File: src/rtl/encoder_32_5_queue.sv
// encoder_32_5_queue: latches single-cycle pulses on 32 request lines into a
// pending register and serializes them as 5-bit codes over a valid/ready slot.
// Latency: req at edge k -> out_valid with that code after edge k+1 (2 cycles).
// Backpressure: out_valid && !out_ready holds the slot stable, and no pending bit is cleared.
//
// Ports:
//   clock      - single clock, rising edge
//   reset      - asynchronous, active-low; clears all state immediately
//   req[31:0]  - request pulses; bit i sets pending[i]
//   mask[31:0] - bit i low hides pending[i] from selection without clearing it
//   out_ready  - consumer accepts out_code when high together with out_valid
//   out_valid  - out_code holds a valid index
//   out_code   - encoded index of the granted request
//   pending    - pending register (after this cycle's grant clear)
//   overrun    - sticky; a req bit arrived while that bit was already pending
//
// Optional feature macro: ENC_ROUND_ROBIN_EN
//   defined   : round-robin selection starting just after the last granted index
//   undefined : fixed priority, lowest eligible index wins

module encoder_32_5_queue (
  input  logic        clock,
  input  logic        reset,
  input  logic [31:0] req,
  input  logic [31:0] mask,
  input  logic        out_ready,
  output logic        out_valid,
  output logic [4:0]  out_code,
  output logic [31:0] pending,
  output logic        overrun
);

  logic [31:0] pending_q, pending_d;
  logic        out_valid_q, out_valid_d;
  logic [4:0]  out_code_q, out_code_d;
  logic        overrun_q, overrun_d;

  logic [31:0] eligible;
  logic [31:0] grant_onehot;
  logic        slot_free;
  logic        sel_found;
  logic [4:0]  sel_idx;

`ifdef ENC_ROUND_ROBIN_EN
  logic [4:0]  last_grant_q, last_grant_d;
  logic [4:0]  cand;
`endif

  assign eligible  = pending_q & mask;
  assign slot_free = !out_valid_q || out_ready;

  // Index selection
  always_comb begin
    sel_found = 1'b0;
    sel_idx   = 5'd0;
`ifdef ENC_ROUND_ROBIN_EN
    cand      = 5'd0;
    // Scan from last_grant+1 upward; the 5-bit add wraps 31->0 and the last
    // candidate (offset 32) is last_grant itself.
    for (int i = 0; i < 32; i++) begin
      cand = last_grant_q + 5'(i + 1);
      if (!sel_found && eligible[cand]) begin
        sel_found = 1'b1;
        sel_idx   = cand;
      end
    end
`else
    // Descending scan so the lowest set index is the final assignment.
    for (int i = 31; i >= 0; i--) begin
      if (eligible[i]) begin
        sel_found = 1'b1;
        sel_idx   = 5'(i);
      end
    end
`endif
  end

  // Slot, pending and overrun next state
  always_comb begin
    grant_onehot = 32'd0;
    out_valid_d  = out_valid_q;
    out_code_d   = out_code_q;
    if (slot_free) begin
      if (sel_found) begin
        out_valid_d  = 1'b1;
        out_code_d   = sel_idx;
        grant_onehot = 32'd1 << sel_idx;
      end else begin
        out_valid_d  = 1'b0;
      end
    end
    // Set wins over clear: a req on the granted bit leaves it pending.
    pending_d = (pending_q & ~grant_onehot) | req;
    // A req on the bit being granted this edge is a fresh request, not a duplicate.
    overrun_d = overrun_q | (|(req & pending_q & ~grant_onehot));
  end

`ifdef ENC_ROUND_ROBIN_EN
  always_comb begin
    last_grant_d = last_grant_q;
    if (slot_free && sel_found) begin
      last_grant_d = sel_idx;
    end
  end

  always_ff @(posedge clock or negedge reset) begin
    if (!reset) begin
      last_grant_q <= 5'd31;
    end else begin
      last_grant_q <= last_grant_d;
    end
  end
`endif

  always_ff @(posedge clock or negedge reset) begin
    if (!reset) begin
      pending_q   <= 32'd0;
      out_valid_q <= 1'b0;
      out_code_q  <= 5'd0;
      overrun_q   <= 1'b0;
    end else begin
      pending_q   <= pending_d;
      out_valid_q <= out_valid_d;
      out_code_q  <= out_code_d;
      overrun_q   <= overrun_d;
    end
  end

  assign out_valid = out_valid_q;
  assign out_code  = out_code_q;
  assign pending   = pending_q;
  assign overrun   = overrun_q;

endmodule

File: config.mk
export PLATFORM = sky130hd
export DESIGN_NAME = encoder_32_5_queue
export DESIGN_NICKNAME = d
export VERILOG_FILES = /design/src/rtl/encoder_32_5_queue.sv
export SDC_FILE = /design/constraint.sdc
export NUM_CORES = 1
export LEC_CHECK = 0
export BUFFER_PORTS_ARGS = -buffer_cell sky130_fd_sc_hd__buf_4
export CAP_MARGIN = 20
export CORE_MARGIN = 2
export CORE_UTILIZATION = 40
export CTS_CLUSTER_SIZE = 25
export DETAILED_ROUTE_END_ITERATION = 7
export GPL_TIMING_DRIVEN = 1
export PLACE_DENSITY_LB_ADDON = 0.08
export RECOVER_POWER = 25
export SLEW_MARGIN = 20
export SYNTH_ARGS = -nofsm -noshare
export SYNTH_HDL_FRONTEND = slang
export SYNTH_SLANG_ARGS = --single-unit
File: constraint.sdc
create_clock -name clock -period 2.8 [get_ports clock]
set_input_delay 0.14 -clock clock [delete_from_list [all_inputs] [get_ports clock]]
set_output_delay 0.14 -clock clock [all_outputs]
set_load 0.01 [all_outputs]
# After elaboration in Yosys (flattened, before gate mapping)
# Cells that the tools add are included.
[totals]
reg_bits = 39
latch_bits = 0
mem_bits_rw = 0
romBits = 0
output_inout_bits = 39
wordCells = 83
n_memories = 0
[op_classes]
addsub = 0
multipliers = 0
div = 0
magnitude_cmp = 0
eq_ne = 0
n_shift = 1
n_mux = 67
bitwise_logic = 7
reduce_logical = 4
[ops]
columns = ["op", "count"]
rows = [
  ["5-bit 2-to-1 mux", 32],
  ["32-bit AND", 4],
  ["32-bit 2-to-1 mux", 2],
  ["1-bit 2-to-1 mux", 33],
  ["32-bit NOT", 1],
  ["32-bit bitwise OR", 1],
  ["32-bit OR reduction", 1],
  ["1-bit by 5-bit << shifter with 32-bit output (first input constant)", 1],
  ["2-bit AND reduction", 1],
  ["1-bit logical NOT", 1],
  ["1-bit logical OR", 1],
  ["1-bit bitwise OR", 1],
]

# Logic depth before layout (Yosys ltp)
[depth]
word_depth = 40
mapped_depth = 11
mapped_depth_nobuf = 9

# Worst setup path after synthesis
# No wires, ideal clock.
[synth_timing]
kind = "register to register"
from = "register pending_q[30] (netlist: pending[30])"
to = "register overrun_q (netlist: overrun)"
t_arrival_ns = 2.820
slack_ns = -0.159
stages_incl_launch_ff = 12
path_buffers = 2
period_less_slack_ns = 2.959
cell_sequence = "dfrtp_1 > a22oi_1 > o2111ai_1 > a21o_1 > a22o_1 > buf_2 > or2_1 > buf_2 > o311a_1 > nor4_1 > o2111ai_1 > or4_1"
[synth_via]
elab_chain_cells = 39
elab_cells_between_ends = 71
classes_between = "shift (1); mux (64); bitwise (5); reduce/logical (1)"
[synth_rtl]
columns = ["item", "line", "rtl"]
rows = [
  ["from (decl)", "33", "logic [31:0] pending_q, pending_d;"],
  ["from (signal assigned)", "122", "pending_q <= pending_d;"],
  ["32-bit AND", "49", "assign eligible = pending_q & mask;"],
  ["5-bit 2-to-1 mux (31 in series)", "70", "if (eligible[i]) begin"],
  ["1-bit by 5-bit << shifter with 32-bit output", "87", "grant_onehot = 32'd1 << sel_idx;"],
  ["32-bit 2-to-1 mux", "84", "if (sel_found) begin"],
  ["32-bit 2-to-1 mux", "83", "if (slot_free) begin"],
  ["32-bit NOT", "95", "overrun_d = overrun_q | (|(req & pending_q & ~grant_onehot));"],
  ["32-bit AND (*)", "95", ""],
  ["32-bit OR reduction (*)", "95", ""],
  ["1-bit bitwise OR (*)", "95", ""],
  ["net overrun_d", "36", "logic overrun_q, overrun_d;"],
  ["to (signal assigned)", "125", "overrun_q <= overrun_d;"],
  ["to (decl)", "36", ""],
]
# Mark *: on every way through the listed nets, which the timed path passes. The rest lies on a longest branch.
# A chain may end at the register's enable or synchronous reset.

# Worst setup path in the final report
[layout_timing]
from = "register pending_q[3] (netlist: pending[3])"
to = "register overrun_q (netlist: overrun)"
[layout_via]
elab_chain_cells = 12
elab_cells_between_ends = 17
classes_between = "shift (1); mux (10); bitwise (5); reduce/logical (1)"
[layout_rtl]
columns = ["item", "line"]
rows = [
  ["32-bit AND", "49"],
  ["5-bit 2-to-1 mux (4 in series)", "70"],
  ["1-bit by 5-bit << shifter with 32-bit output", "87"],
  ["32-bit 2-to-1 mux", "84"],
  ["32-bit 2-to-1 mux", "83"],
  ["32-bit NOT", "95"],
  ["32-bit AND (*)", "95"],
  ["32-bit OR reduction (*)", "95"],
  ["1-bit bitwise OR (*)", "95"],
  ["net overrun_d", "36"],
]
# Marks and branches as above.

==> impl_summary.log <==
[metrics] CTS H-tree lvls: 2
[metrics] most common cell in the netlist: nand2_1
[metrics] largest area contributor in the synthesized netlist: dfrtp_1
[metrics] via total after detailed routing: 3542
[metrics] total routing resource utilization after global routing: 32.6%
[metrics] area share of the leading cell type in the synthesized netlist: 37.4%
[metrics] number of antenna violations at the first check in global routing: 0
[metrics] required time reported for the critical path endpoint: 2.97 ns
[metrics] FP Rows: 29
[metrics] Ports: 106
[metrics] post-synthesis register bit count: 39
[metrics] vias in the first global route: 3562
[metrics] adder-cell share of the synthesized area: 0%
[metrics] post-synthesis share of cell area spent on xor and xnor gates: 0%
[metrics] GRT overflow: 0
[metrics] Total Nets Final: 599
[metrics] Hold Vio Cnt, Final: 0
[metrics] cell with the largest stage delay on the worst path: dfrtp_1
[metrics] Initial Utilization: 41.1%
[metrics] count of yosys warnings during synthesis: 0
[metrics] final RePlAce weighted congestion: 0.940
[metrics] largest voltage drop on the vdd net: 237 µV
[metrics] Chip Width: 84.8 µm
[metrics] count of filler cells inserted in the layout: 531
[metrics] clock root buffer master: clkbuf_8
[metrics] Post-Synthesis Cells: 317
[metrics] global-route wire length before repair: 18.2 mm
[metrics] Crit Path Max Fanout: 4
[metrics] TritonCTS clock tree: built
[metrics] final-report setup violation count: 1
[metrics] Hold/Removal Path Class: in -> reg
[metrics] critical path's largest stage delay: 0.45 ns
[metrics] total detailed-routing wirelength: 11.7 mm
[metrics] Clock Path Buffers: 2
[metrics] antenna fix cells: 0
[metrics] pin slew with the least headroom to its limit: 1.05 ns
[metrics] largest delay contributor family on the critical path: simple AND/OR/NAND/NOR gates
[metrics] count of routing violations after the opening detailed-route iteration: 326
[metrics] total negative slack: -0.224 ns
[metrics] critical path, cell by cell: a22oi_2 -> buf_4 -> nand2_1 -> nor3_4 -> a21o_1 -> and2_1 -> buf_4 -> a31oi_1 -> a2111oi_4 -> nand4b_1 -> or4_1
[metrics] run status: complete, but fails checks
[metrics] Die Footprint: 7190 µm²
[metrics] number of clock sinks: 39
[metrics] IO Port Bufs: 105
[metrics] nature of the critical path endpoint: register
[metrics] Detailed Place HPWL: 9.38 mm
[metrics] sequential element share of the synthesized area: 37.4%
[metrics] number of distinct standard cells referenced by the synthesized netlist: 54
[metrics] area fraction in and, or, nand and nor cells after synthesis: 25.8%
[metrics] count of flip-flops with a built-in enable after synthesis: 0
[metrics] summed instance area of the synthesized netlist: 2610 µm²
[metrics] failing checks: negative setup slack
[metrics] signed area change from the synthesized netlist to the final layout: 76.8%
[metrics] worst relative slew slack: 29.7%
[metrics] die height: 84.8 µm
[metrics] Slew Limit Fails: 0
[metrics] vias per std cell: 5.81
[metrics] count of TritonRoute iterations in the first routing pass: 5
[metrics] number of max-cap violations: 0
[metrics] total buffers and inverters traversed by the critical path: 2
[metrics] Syn Nets: 384
[metrics] Main synth FF type: dfrtp_1
[metrics] number of buffers created by CTS: 5
[metrics] area after detailed placement: 4300 µm²
[metrics] layout cell share with drive strength beyond 1: 49.3%
[metrics] critical path start-end classification: reg -> reg
[metrics] sort of element at the start of the critical path: register
[metrics] complex-gate fraction of the synthesized area: 33.9%
[metrics] share of cell area taken by muxes after synthesis: 0.431%
[metrics] time the final worst path needs with I/O delays and setup: 3.02 ns
[metrics] Synth top cells by count: nand2_1, dfrtp_1, a21o_1
[metrics] cell type with the highest occurrence count on the critical path: buf_4
[metrics] Highest Clock Rate: 331 MHz
[metrics] final worst-path cycle share: 108%
[metrics] Pleak: 2.03 nW
[metrics] setup repair after global routing missed its margin: yes
[metrics] post-layout worst setup margin: -0.224 ns
[metrics] main combinational cell family by area after synthesis: compound AO/OA/AOI/OAI gates
[metrics] Avg Inst Size Synth: 8.24 µm²
[metrics] final routed wire length divided by cell count: 19.1 µm
[metrics] Antenna Nets Post-Route: 0
[metrics] worst-case clock skew: 0.0101 ns
[metrics] arrival time at the worst endpoint: 3.20 ns
[metrics] fraction of registers with async set/reset: 100%
[metrics] Clk pin slew, worst setup/hold paths: 0.09 ns
[metrics] count of unresolved DRC violations after routing: 0
[metrics] clock latency on the worst-skew pair: 0.31 ns
[metrics] areal power density over the cells: 340 nW/µm²
[metrics] core footprint: 6350 µm²
[metrics] maximum number of pins on one net before global-route repair: 40
[metrics] main area contributors after synthesis: dfrtp_1, nand2_1, a21o_1
[metrics] finished layout cell area: 4620 µm²
-- routing by layer --
metal	wire length (µm)	part of all wire [%]	track usage (%)
met5	0	0	0
met2	5700	49	56.0
met4	255	2.2	8.37
met1	4940	42	42.9
met3	772	6.6	5.45
-- layout by cell type, fill, tap and decap left out, types with 4 or more instances in the layout --
cell type,instances
buf_4,214
nand2_1,68
dfrtp_1,39
a21o_1,19
nor2_1,15
o21ai_0,14
nand3_1,11
nand2b_1,11
a31oi_1,10
a22oi_2,9
and2_1,8
a21oi_1,8
a22oi_1,7
a22o_1,6
inv_1,6
clkbuf_8,6
o211ai_1,5
nand4_1,5
or2_2,4
-- repair_timing --
item                                    4_1_cts  5_1_grt
hold buffers                                  1        0
endpoints found under the setup margin        1        1
buffers inserted                              2        0
cloned                                        1        0
pin swaps                                     6        2
hold endpoints to repair                     39        0
gates resized for setup                      30        3
-- cell families (layout without fill, tap and decap cells) --
logic type / after synthesis / count (layout)
AOI/OAI and AO/OA: 119 / 119
buffers and inverters: 16 / 231
muxes: 1 / 1
DFF: 39 / 39
and+or+nand+nor: 142 / 143
-- report_power, final --
part           total [mW]  internal, mW  leakage [nW]  switching, mW
registers           0.585         0.576         0.364        0.00932
clock network       0.520         0.289        0.0612          0.231
logic               0.464         0.230          1.60          0.234
total                1.57          1.10          2.03          0.474
-- sequential cells by signal, summed over array words and instances (netlist names) --
name,count
pending,32
out_code,5
out_valid,1
overrun,1
-- layout make-up --
cell class,count,area (µm²),share of cell area [%]
Multi-Input combinational cell,263,1770,38.4
Sequential cell,39,976,21.1
Clock buffer,6,82.6,1.79
Clock inverter,2,35.0,0.758
Tap cell,77,96.3,2.09
Inverter,6,22.5,0.488
Timing Repair Buffer,217,1630,35.3
-- path summary, 6_finish.rpt --
path | startpoint | end | slack, ns | cells past startpoint
worst max register to register | pending[3]$_DFF_PN0_ | overrun$_DFF_PN0_ | -0.22 | 11
worst min register to register | out_code[4]$_DFFE_PN0P_ | out_code[4]$_DFFE_PN0P_ | 0.50 | 1
min in group asynchronous | reset | pending[11]$_DFF_PN0_ | 0.55 | 2
worst max-delay path | pending[3]$_DFF_PN0_ | overrun$_DFF_PN0_ | -0.22 | 11
max in group asynchronous | reset | pending[18]$_DFF_PN0_ | 1.61 | 2
worst min-delay path | req[4] | pending[4]$_DFF_PN0_ | 0.01 | 2
-- metrics by stage --
stage	hold WS, ns	total power, mW	setup slack [ns]	utilization, %	instances
floorplan	-0.156	0.755	-0.0409	-	317
finish	0.00991	1.57	-0.224	72.7	610
global route	0.0250	1.62	-0.363	72.7	610
detailed placement	0.152	1.02	-0.592	67.8	598
global placement	0.147	1.01	-0.477	67.8	598
CTS	0.0123	1.56	-0.169	72.5	610
(Power assumes the default switching activity.)
